--- src/rtl/mig_cmd_arbiter.sv ---
// Two-requester weighted round-robin arbiter for a single MIG user command port.
// Issues one registered cmd_en strobe per grant, then a GAP cycle so cmd_full is re-sampled.
module mig_cmd_arbiter #(
  parameter int unsigned ADDR_WIDTH = 30,
  parameter int unsigned MAX_CONSEC = 1
) (
  input  logic                  clk,
  input  logic                  resetb,
  input  logic                  enable,
  input  logic                  reqA_valid,
  input  logic [2:0]            reqA_instr,
  input  logic [5:0]            reqA_bl,
  input  logic [ADDR_WIDTH-1:0] reqA_byte_addr,
  output logic                  reqA_ack,
  input  logic                  reqB_valid,
  input  logic [2:0]            reqB_instr,
  input  logic [5:0]            reqB_bl,
  input  logic [ADDR_WIDTH-1:0] reqB_byte_addr,
  output logic                  reqB_ack,
  output logic                  cmd_en,
  output logic [2:0]            cmd_instr,
  output logic [5:0]            cmd_bl,
  output logic [ADDR_WIDTH-1:0] cmd_byte_addr,
  input  logic                  cmd_full,
  input  logic                  cmd_empty,
  output logic                  busy,
  output logic [15:0]           issued_a,
  output logic [15:0]           issued_b
);

  localparam int unsigned InstrW  = 3;
  localparam int unsigned BlW     = 6;
  localparam int unsigned CntW    = 16;
  localparam int unsigned ConsecW = 4;

  localparam logic [InstrW-1:0]  InstrIdle = InstrW'(5);
  localparam logic [ConsecW-1:0] MaxConsec = ConsecW'(MAX_CONSEC);
  localparam logic [ConsecW-1:0] ConsecSat = ConsecW'(15);
  localparam logic               LastB     = 1'b1;

  typedef enum logic {ISSUE_WAIT, GAP} state_e;

  state_e                  state_q, state_d;
  logic                    cmd_en_q, cmd_en_d;
  logic [InstrW-1:0]       cmd_instr_q, cmd_instr_d;
  logic [BlW-1:0]          cmd_bl_q, cmd_bl_d;
  logic [ADDR_WIDTH-1:0]   cmd_addr_q, cmd_addr_d;
  logic                    ack_a_q, ack_a_d;
  logic                    ack_b_q, ack_b_d;
  logic                    busy_q, busy_d;
  logic [CntW-1:0]         issued_a_q, issued_a_d;
  logic [CntW-1:0]         issued_b_q, issued_b_d;
  logic                    last_q, last_d;
  logic [ConsecW-1:0]      consec_q, consec_d;

  logic                    any_req;
  logic                    keep_last;
  logic                    win_b;

  // consec==0 means no grant yet, so a first tie goes to the requester opposite last (A)
  assign any_req   = reqA_valid || reqB_valid;
  assign keep_last = (consec_q != '0) && (consec_q < MaxConsec);
  assign win_b     = (reqA_valid && reqB_valid) ? (keep_last ? last_q : ~last_q) : reqB_valid;

  always_comb begin
    state_d     = state_q;
    cmd_en_d    = 1'b0;
    ack_a_d     = 1'b0;
    ack_b_d     = 1'b0;
    cmd_instr_d = cmd_instr_q;
    cmd_bl_d    = cmd_bl_q;
    cmd_addr_d  = cmd_addr_q;
    issued_a_d  = issued_a_q;
    issued_b_d  = issued_b_q;
    last_d      = last_q;
    consec_d    = consec_q;
    busy_d      = any_req || cmd_en_q || !cmd_empty;

    case (state_q)
      ISSUE_WAIT: begin
        if (any_req && !cmd_full) begin
          state_d     = GAP;
          cmd_en_d    = 1'b1;
          cmd_instr_d = win_b ? reqB_instr : reqA_instr;
          cmd_bl_d    = win_b ? reqB_bl : reqA_bl;
          cmd_addr_d  = win_b ? reqB_byte_addr : reqA_byte_addr;
          if (win_b) begin
            ack_b_d    = 1'b1;
            issued_b_d = issued_b_q + CntW'(1);
          end else begin
            ack_a_d    = 1'b1;
            issued_a_d = issued_a_q + CntW'(1);
          end
          if (win_b == last_q) begin
            consec_d = (consec_q == ConsecSat) ? consec_q : consec_q + ConsecW'(1);
          end else begin
            last_d   = win_b;
            consec_d = ConsecW'(1);
          end
        end
      end
      GAP: begin
        state_d = ISSUE_WAIT;
      end
      default: begin
        state_d = ISSUE_WAIT;
      end
    endcase

    // Synchronous clear overrides everything, including a grant decided this cycle
    if (!enable) begin
      state_d     = ISSUE_WAIT;
      cmd_en_d    = 1'b0;
      ack_a_d     = 1'b0;
      ack_b_d     = 1'b0;
      cmd_instr_d = InstrIdle;
      cmd_bl_d    = '0;
      cmd_addr_d  = '0;
      issued_a_d  = '0;
      issued_b_d  = '0;
      last_d      = LastB;
      consec_d    = '0;
      busy_d      = 1'b0;
    end
  end

  always_ff @(posedge clk or negedge resetb) begin
    if (!resetb) begin
      state_q     <= ISSUE_WAIT;
      cmd_en_q    <= 1'b0;
      ack_a_q     <= 1'b0;
      ack_b_q     <= 1'b0;
      cmd_instr_q <= InstrIdle;
      cmd_bl_q    <= '0;
      cmd_addr_q  <= '0;
      issued_a_q  <= '0;
      issued_b_q  <= '0;
      last_q      <= LastB;
      consec_q    <= '0;
      busy_q      <= 1'b0;
    end else begin
      state_q     <= state_d;
      cmd_en_q    <= cmd_en_d;
      ack_a_q     <= ack_a_d;
      ack_b_q     <= ack_b_d;
      cmd_instr_q <= cmd_instr_d;
      cmd_bl_q    <= cmd_bl_d;
      cmd_addr_q  <= cmd_addr_d;
      issued_a_q  <= issued_a_d;
      issued_b_q  <= issued_b_d;
      last_q      <= last_d;
      consec_q    <= consec_d;
      busy_q      <= busy_d;
    end
  end

  assign cmd_en        = cmd_en_q;
  assign cmd_instr     = cmd_instr_q;
  assign cmd_bl        = cmd_bl_q;
  assign cmd_byte_addr = cmd_addr_q;
  assign reqA_ack      = ack_a_q;
  assign reqB_ack      = ack_b_q;
  assign busy          = busy_q;
  assign issued_a      = issued_a_q;
  assign issued_b      = issued_b_q;

endmodule
--- config.mk ---
export PLATFORM = sky130hd
export DESIGN_NAME = mig_cmd_arbiter
export DESIGN_NICKNAME = d
export VERILOG_FILES = /design/src/rtl/mig_cmd_arbiter.sv
export SDC_FILE = /design/constraint.sdc
export NUM_CORES = 1
export LEC_CHECK = 0
export CAP_MARGIN = 20
export CORE_MARGIN = 5
export CORE_UTILIZATION = 35
export CTS_BUF_LIST = sky130_fd_sc_hd__clkbuf_4
export DETAILED_ROUTE_END_ITERATION = 7
export PLACE_DENSITY_LB_ADDON = 0.05
export SLEW_MARGIN = 15
export SYNTH_ARGS = -nofsm -noshare
export SYNTH_HDL_FRONTEND = slang
export SYNTH_SLANG_ARGS = --single-unit
--- constraint.sdc ---
create_clock -name clk -period 1.8 [get_ports clk]
set_input_delay 0.45 -clock clk [delete_from_list [all_inputs] [get_ports clk]]
set_output_delay 0.45 -clock clk [all_outputs]
set_load 0.01 [all_outputs]
Yosys cells after proc, flatten, opt, wreduce, memory -nomap -nowiden
Cells that the tools add are included.
Widths: inputs -> output; s select.
{"block": "op_classes", "add_sub_neg": 3, "n_mul": 0, "div_mod_pow": 0, "magnitude_cmp": 1, "eq_ne": 8, "shift": 0, "mux": 45, "bitwise": 2, "n_reduce_logical": 14}
{"op": "$mux 16", "count": 8}
{"op": "$mux 30", "count": 4}
{"op": "$add 16x1->16 const B", "count": 2}
{"op": "$mux 6", "count": 4}
{"op": "$mux 4", "count": 5}
{"op": "$mux 1", "count": 19}
{"op": "$mux 3", "count": 4}
{"op": "$reduce_and 3->1", "count": 4}
{"op": "$ne 2x2->1 const B", "count": 3}
{"op": "$add 4x1->4 const B", "count": 1}
{"op": "$eq 4x4->1 const B", "count": 1}
{"op": "$lt 4x1->1 const B", "count": 1}
{"op": "$ne 2x1->1 const B", "count": 2}
{"op": "$reduce_bool 4->1", "count": 1}
{"op": "$logic_and 1x1->1", "count": 3}
{"op": "$logic_or 1x1->1", "count": 3}
{"op": "$ne 3x3->1 const B", "count": 1}
{"op": "$logic_not 1->1", "count": 2}
{"op": "$not 1->1", "count": 2}
{"op": "$pmux 1 s2", "count": 1}
{"op": "$reduce_and 2->1", "count": 1}
{"op": "$eq 1x1->1", "count": 1}
{"block": "totals", "ff_bits": 81, "latch_bits": 0, "mem_bits_rw": 0, "rom_bits": 0, "inputBits": 85, "output_inout_bits": 75, "elab_cells": 85, "memories": 0}

Logic depth before layout (Yosys ltp)
{"block": "depth", "depth_word": 9, "ltp_mapped": 6, "ltp_nobuf": 5}

Worst setup path after synthesis
No wires, ideal clock.
{"block": "synth_timing", "path_kind": "in2reg", "from": "input port cmd_full", "to": "register issued_b_q[12] (netlist: issued_b[12])", "setup_ns": 0.078, "arrival_ns": 1.606, "required_time_ns": 1.722, "path_slack_ns": 0.116, "stages": 4, "n_path_buf": 0, "path_cell_list": "nor2_1 a41oi_4 or4_1 a21oi_1"}
{"block": "synth_between", "elab_chain_len": 4}
{"item": "start: declaration", "line": "24", "rtl": "input logic cmd_full,"}
{"item": "$logic_not 1->1", "line": "81", "rtl": "if (any_req && !cmd_full) begin"}
{"item": "$logic_and 1x1->1", "line": "81"}
{"item": "$ne 2x1->1 (no line)"}
{"item": "$reduce_and 3->1 (no line)"}
{"item": "end signal: assignment", "line": "150", "rtl": "issued_b_q <= issued_b_d;"}
{"item": "end: declaration", "line": "52", "rtl": "logic [CntW-1:0] issued_b_q, issued_b_d;"}
No other way between the ends.
A chain may end at the register's enable or synchronous reset.

Worst setup path after layout
{"block": "layout_timing", "from": "input port cmd_full", "to": "register issued_a_q[11] (netlist: issued_a[11])"}
{"block": "layout_between", "elab_chain_len": 4}
{"item": "$logic_not 1->1", "line": "81"}
{"item": "$logic_and 1x1->1", "line": "81"}
{"item": "$ne 2x1->1 (no line)"}
{"item": "$reduce_and 3->1 (no line)"}
{"item": "end signal: assignment", "line": "149", "rtl": "issued_a_q <= issued_a_d;"}
{"item": "end: declaration", "line": "51", "rtl": "logic [CntW-1:0] issued_a_q, issued_a_d;"}
No other way between the ends.

==> results list <==
* Number of remaining DRC errors: 0
- CTS built an H-tree with a depth of 3.
- Mapped Nets: 456
- Final critical path time including I/O delays and setup: ~1.8 ns
* Leading post-synthesis cells by cell area: dfrtp_1 (50%), mux2i_1 (11%), o21ai_0 (6.1%)
- In this run, synthesis inferred 0 flip-flops with an integrated enable.
* CTS tree: done
- Share of the cycle needed by the critical path after routing: a little over nine tenths
* # rows: 37
* RD Place Congestion: just under 0.8
- The flow ran to the end, and the final reports show no timing, DRC or antenna violations.
- Sorting the synthesized cells by how often they occur yields dfrtp_1 (73), nand2_1 (57), o21ai_0 (45).
- HPWL after DPL: 7900 µm
- Slew HR: 71.8%
* Critical path arrival: 2.10 ns
- In the routed layout, each cell is associated on average with a via count of 4.95.
* Clock sink count: 76
- Port buffering added 159 buffers.
- Counting flops with an async set or reset pin after synthesis yields a share of 100%.
- Max Freq: 567 MHz
- Fraction of final layout cells sized beyond drive strength 1: 16.0%
- Largest net degree at the start of global routing: between 70 and 80
- Count of pins over their slew limit: 0
- Longest Clk Path Bufs: 2
* Total grt overflow: 0
* Leading cell type by number of instances after synthesis: dfrtp_1
- Die area: between 10000 and 15000 µm²
- Antenna violations before repair: 0
- The final route contains 3549 vias.
- The later pin in the worst-skew pair is clocked with a latency of 0.39 ns.
* Wire length reported by the detailed router: 10900 µm
- The via count of the first global-routing pass is 3613.
- Count of antenna diodes in the layout: 0
* Top fanout value on the critical path: 7
- Buf/Inv on CP: 2
- In this run the power density over the cells is 614 nW/µm².
- Among all flip-flop cells after synthesis, the most frequent one is dfrtp_1.
* Data required time of the worst path: between 2 and 2.5 ns
- The count of nets left with antenna violations once routing finished came out at 0.
- Core region area: 10300 µm²
* Number of nets in the final layout: 663
* Initial Util: about 36%
- Setup TNS: 0 ns
- The cell area that synthesis handed to floorplanning was 3670 µm².
* Setup repair after global routing missed its margin: false
* Startpoint types: primary input
* IO Count: 160
* Top Family by Delay on Critical Path: simple AND/OR/NAND/NOR gates
- Endpoint class of the critical path: flip-flop
- Summed over all cells, the static leakage comes to between 2 and 3 nW.
* Cell with the largest stage delay on the worst path: or4_1
* Overall track demand over capacity in global routing: between 15 and 20%
- Biggest cell delay along the critical path: between 0.5 and 0.6 ns
* Warnings, synthesis: 0
* Synth top area share: 49.8%
- Routed wire length per instance: 15.2 µm
- Library cells used by synthesis: 37
- The die is 112 µm tall.
- Number of iterations in the first detailed-routing pass: 4
- The first routing iteration left 92 violations.
* Number of failing hold endpoints at the final stage: 0
- In this run, post-CTS hold repair placed 0 buffers.
- Biggest area consumer among synthesized cells: dfrtp_1
* Clock root buffer: clkbuf_4
- Synthesized area per cell: 9.95 µm²
- TritonCTS created 9 clock buffers.
* Crit Path Category: primary input to flip-flop
- The critical path goes through clkdlybuf4s50_1, nor3b_4, a21oi_2, buf_6, or4_1, a21oi_1.
- Clock transition at path regs: 0.14 ns
- The cell count after synthesis came out at 369.
- In this run the horizontal extent of the chip is roughly 110 µm.
* Classification of the worst-slack hold path: primary input to async pin
- The first global-routing pass estimated 17500 µm of wire.
* Count of state elements after synthesis: between 70 and 80
- Setup violations remaining at the end of the flow were counted as 0.
- For the pin with the worst max-slew slack, the measured transition is about 0.42 ns.
- MaxCap Viol Count: 0
* Part of the Yosys area used for sequential elements: 51.9%
* Layout overhead on the synthesized area: 63.3%
- Share of the core filled with cells: ~58%
- Worst clock skew on the final layout: between 0.01 and 0.015 ns
- VDD sags by at most 0.394 mV.
[power breakdown]
part,internal (mW),switching [mW],leakage (nW)
registers,1.81,0.0544,1.00
clock network,0.417,0.605,0.0693
logic,0.433,0.358,1.92
[what timing repair did]
action,CTS,global route
setup buffers,23,4
gates cloned,0,1
endpoints found under the setup margin,64,29
pin swaps,0,3
gates resized for setup,59,31
[path summary, 6_finish.rpt]
check / start / end / slack [ns] / cells past startpoint
max: cmd_full / issued_a[11]$_DFFE_PN0P_ / 0.04 / 6
min: resetb / issued_a[7]$_DFFE_PN0P_ / 0.04 / 2
max reg2reg: cmd_en$_DFF_PN0_ / issued_a[11]$_DFFE_PN0P_ / 0.06 / 6
min reg2reg: cmd_bl[4]$_DFFE_PN0P_ / cmd_bl[4]$_DFFE_PN0P_ / 0.49 / 2
max in group asynchronous: resetb / cmd_instr[2]$_DFFE_PN1P_ / 1.37 / 2
min in group clk: cmd_bl[4]$_DFFE_PN0P_ / cmd_bl[4]$_DFFE_PN0P_ / 0.49 / 2
[layout by cell type (no fill, tap or decap), types with 2 or more instances in the layout]
| master | n |
|---|---|
| o31ai_1 | 14 |
| clkbuf_4 | 9 |
| nor2_1 | 12 |
| dfrtp_1 | 70 |
| dfstp_2 | 3 |
| a21oi_1 | 19 |
| dlymetal6s2s_1 | 18 |
| nand2_1 | 57 |
| and4_1 | 3 |
| and3_1 | 6 |
| o21ai_0 | 45 |
| xor2_1 | 5 |
| a31oi_1 | 3 |
| clkdlybuf4s50_1 | 84 |
| buf_4 | 54 |
| nand3_1 | 13 |
| nand2b_1 | 4 |
| dfrtp_2 | 3 |
| buf_12 | 4 |
| or3_1 | 7 |
| clkinv_2 | 2 |
| a32o_1 | 2 |
| inv_1 | 4 |
| nand4_1 | 4 |
| dlygate4sd2_1 | 56 |
| mux2i_1 | 39 |
| nand3_2 | 2 |
| clkinvlp_4 | 2 |
| or4_1 | 12 |
| a21oi_2 | 4 |
[logic make-up (layout without fill, tap and decap cells)]
logic type	Yosys count	in the layout	synth area share [%]
adders and majority gates	2	2	0.682
muxes	39	39	10.6
and+or+nand+nor	127	127	17.4
xor gates and xnor gates	5	5	1.19
buffers and inverters	26	238	2.93
DFF	76	76	51.9
AOI/OAI and AO/OA	94	94	15.3
[flip-flops by register name (all words and copies together), names as in the netlist, 3 cells and up]
register,count
cmd_instr,3
issued_b,16
cmd_bl,6
cmd_byte_addr,30
issued_a,16
[metrics by stage]
| step | instance area (µm²) | hold slack [ns] | setup WS (ns) | power, mW | std cells |
|---|---|---|---|---|---|
| 5_1_grt | 6000 | 0.0246 | 0.00515 | 3.89 | 717 |
| 4_1_cts | 5870 | 0.0395 | 0.00217 | 3.73 | 712 |
| 2_1_floorplan | 3670 | 0.154 | 0.116 | 2.18 | 369 |
| 3_5_place_dp | 5630 | 0.470 | -0.377 | 2.76 | 673 |
| 6_report | 6000 | 0.0408 | 0.0361 | 3.68 | 717 |
| 3_3_place_gp | 5630 | 0.460 | -0.351 | 2.75 | 673 |
[worst register-to-register path, delay by kind of cell (launching register included)]
kind,cells,cell delay (ns)
simple gates,2,0.71
flops,1,0.41
buf+inv,2,0.30
compound gates,2,0.26
[layout make-up]
| type | count | area (µm²) |
|---|---|---|
| inverters | 4 | 15.0 |
| fillers | 957 | 4280 |
| flip-flops and latches | 76 | 1910 |
| repair buffers | 218 | 2060 |
| clock buffers | 9 | 67.6 |
| multi-input cells | 267 | 1710 |
| well taps | 136 | 170 |
| clock inverters | 7 | 67.6 |
[layer usage]
metal	track usage, %	wire [µm]	part of all wire, %	vias up
met5	0	0	0	-
met4	3.85	57	0.52	0
met3	7.65	920	8.5	5
met2	28.0	5250	48	108
met1	20.4	4650	43	1681
li1	-	-	-	1755
Power figures use the tool's default switching activity.
==> patch: new RTL, config.mk and constraints unchanged <==
`cmd_addr_q` no longer has a reset.
--- a/src/rtl/mig_cmd_arbiter.sv
+++ b/src/rtl/mig_cmd_arbiter.sv
@@ -132,7 +132,6 @@
       ack_b_q     <= 1'b0;
       cmd_instr_q <= InstrIdle;
       cmd_bl_q    <= '0;
-      cmd_addr_q  <= '0;
       issued_a_q  <= '0;
       issued_b_q  <= '0;
       last_q      <= LastB;
@@ -145,13 +144,16 @@
       ack_b_q     <= ack_b_d;
       cmd_instr_q <= cmd_instr_d;
       cmd_bl_q    <= cmd_bl_d;
-      cmd_addr_q  <= cmd_addr_d;
       issued_a_q  <= issued_a_d;
       issued_b_q  <= issued_b_d;
       last_q      <= last_d;
       consec_q    <= consec_d;
       busy_q      <= busy_d;
     end
+  end
+
+  always_ff @(posedge clk) begin
+    cmd_addr_q <= cmd_addr_d;
   end
 
   assign cmd_en        = cmd_en_q;
Function: changed (Yosys sat finds a counterexample within 4 cycles, from zero or initial values and one cycle with resetb low).
==> patch against the original RTL <==
Synthesized area shrank 1.6%; wire length shrank 2.8%; first-iteration DRC count grew 6.5%; sequential cell count is the same; total power grew 6.5%; worst setup slack lost 0.030 ns; cell area grew 3.9%; global-route usage shrank 0.35 points.
==> patch: results (changes against the original RTL) <==
* Power Total at 3920 uW (+6.5%)
* # fillers at 930 (-2.8%)
* P_comb at 800 uW (+1%)
* First-pass GRT wire length at 17.2 mm (-2.0%)
* Buffers, non-clock at 232 (+6.4%)
* Sequential-to-total area share from yosys stat at 48.6% (-3.3 points)
* Non-clock buffering overhead in the final layout at 37.2% (+2.9 points)
* RD Place Congestion at 0.801 (+4.1%)
* Post-DP HPWL at 7.98 mm (+0.94%)
* Clk power at 1290 uW (+26%)
* Reg2reg end: issued_a[14]
* Vias in the first global route at 3598 (-0.42%)
* Clock buf count at 10 (+1)
* Hold Startpoint: cmd_byte_addr[22]
* Internal power at 2950 uW (+11%)
* Synth Flop Type: dfrtp_1
* Seq cells at 76 (unchanged)
* Delay of the slowest critical-path stage at 0.43 ns (-0.08 ns)
* DR iter-0 viols at 98 (+6.5%)
* Maximum vdd drop at 0.418 mV (+6.1%)
* FF-to-FF setup slack at 0.006 ns (-0.05 ns)
* Synth Area in Compound Gates at 13.2% (-2.0 points)
* Share of layout cells above drive strength 1 at 17.9% (+1.9 points)
* Cell variety after synth at 40 (+8.1%)
* Hold/Removal Path Class: flip-flop to flip-flop
* Wire per inst at 14.6 um (-4.1%)
* Worst Path Max Fanout at 6 (-1)
* Seq area share at 28.3% (-3.6 points)
* Reg2Reg Depth at 4 (-2)
* Largest net degree at the start of global routing at 47 (-39%)
* P_leak at 0.00333 uW (+11%)
* Ys async rst share at 60.5% (-39 points)
* Vias per inst at 4.87 (-1.7%)
* Rel. slew slack at 68.2% (-3.5 points)
* Skew final at 0.0137 ns (-0.0000884 ns)
* Status: finished, final reports clean
* Synth Net Count at 458 (+0.44%)
* Data arrival, critical path at 2.14 ns (+0.04 ns)
* Mux cell area share after synthesis at 11.4% (+0.73 points)
* Synth area leaders: dfrtp_1 (30%), dfxtp_1 (17%), mux2i_1 (11%)
* Area of the multi-input gates at 0.00179 sq mm (+4.8%)
* Post-synth top cells: nor2_1 (57), dfrtp_1 (43), mux2i_1 (41)
* Xor and xnor area share after synthesis at 3.88% (+2.7 points)
* Worst setup path class: flip-flop to flip-flop
* Total GRT Usage at 16.6% (-0.35 points)
==> patch: cell types whose count changed in the layout (fill, tap and decap cells not counted), moves of 8 or more <==
| cell | unedited run | this run |
|---|---|---|
| dlygate4sd2_1 | 56 | 28 |
| dfxtp_1 | 0 | 30 |
| buf_4 | 54 | 62 |
| or4_1 | 12 | 4 |
| nand2_1 | 57 | 16 |
| nor2_1 | 12 | 57 |
| dfrtp_1 | 70 | 40 |
| dlymetal6s2s_1 | 18 | 46 |
| a211oi_1 | 0 | 37 |
| o31ai_1 | 14 | 4 |
| o21ai_0 | 45 | 7 |
==> patch: routing by layer <==
layer | global-route usage (%) | part of all wire, % | wire [um] | up-vias
li1 | - | - | - | 1771
met1 | 19.1 | 41 | 4350 | 1648
met2 | 28.5 | 50 | 5320 | 107
met3 | 6.79 | 7.3 | 775 | 12
met4 | 4.87 | 1.3 | 134 | 0
met5 | 0 | 0 | 0 | -
==> patch: metrics by stage <==
| step | cells | setup WS, ns | hold slack, ns | TNS [ns] | cell area, sq um |
|---|---|---|---|---|---|
| after global routing | 727 | -0.0459 | 0.524 | -0.172 | 6230 |
| after CTS | 723 | -0.00448 | 0.507 | -0.00448 | 6050 |
| final | 727 | 0.00608 | 0.502 | 0 | 6230 |
| after detailed placement | 682 | -0.725 | 0.455 | -23.82 | 5690 |
| after global placement | 682 | -0.631 | 0.455 | -22.70 | 5690 |
| after floorplan | 371 | -0.268 | 0.154 | -1.69 | 3630 |
==> patch: what timing repair did <==
item,CTS,global route
setup buffers,24,4
pin swaps,3,1
hold endpoints to repair,23,0
setup endpoints to repair,57,58
hold buffers,1,0
cloned,0,0
gates resized for setup,38,54
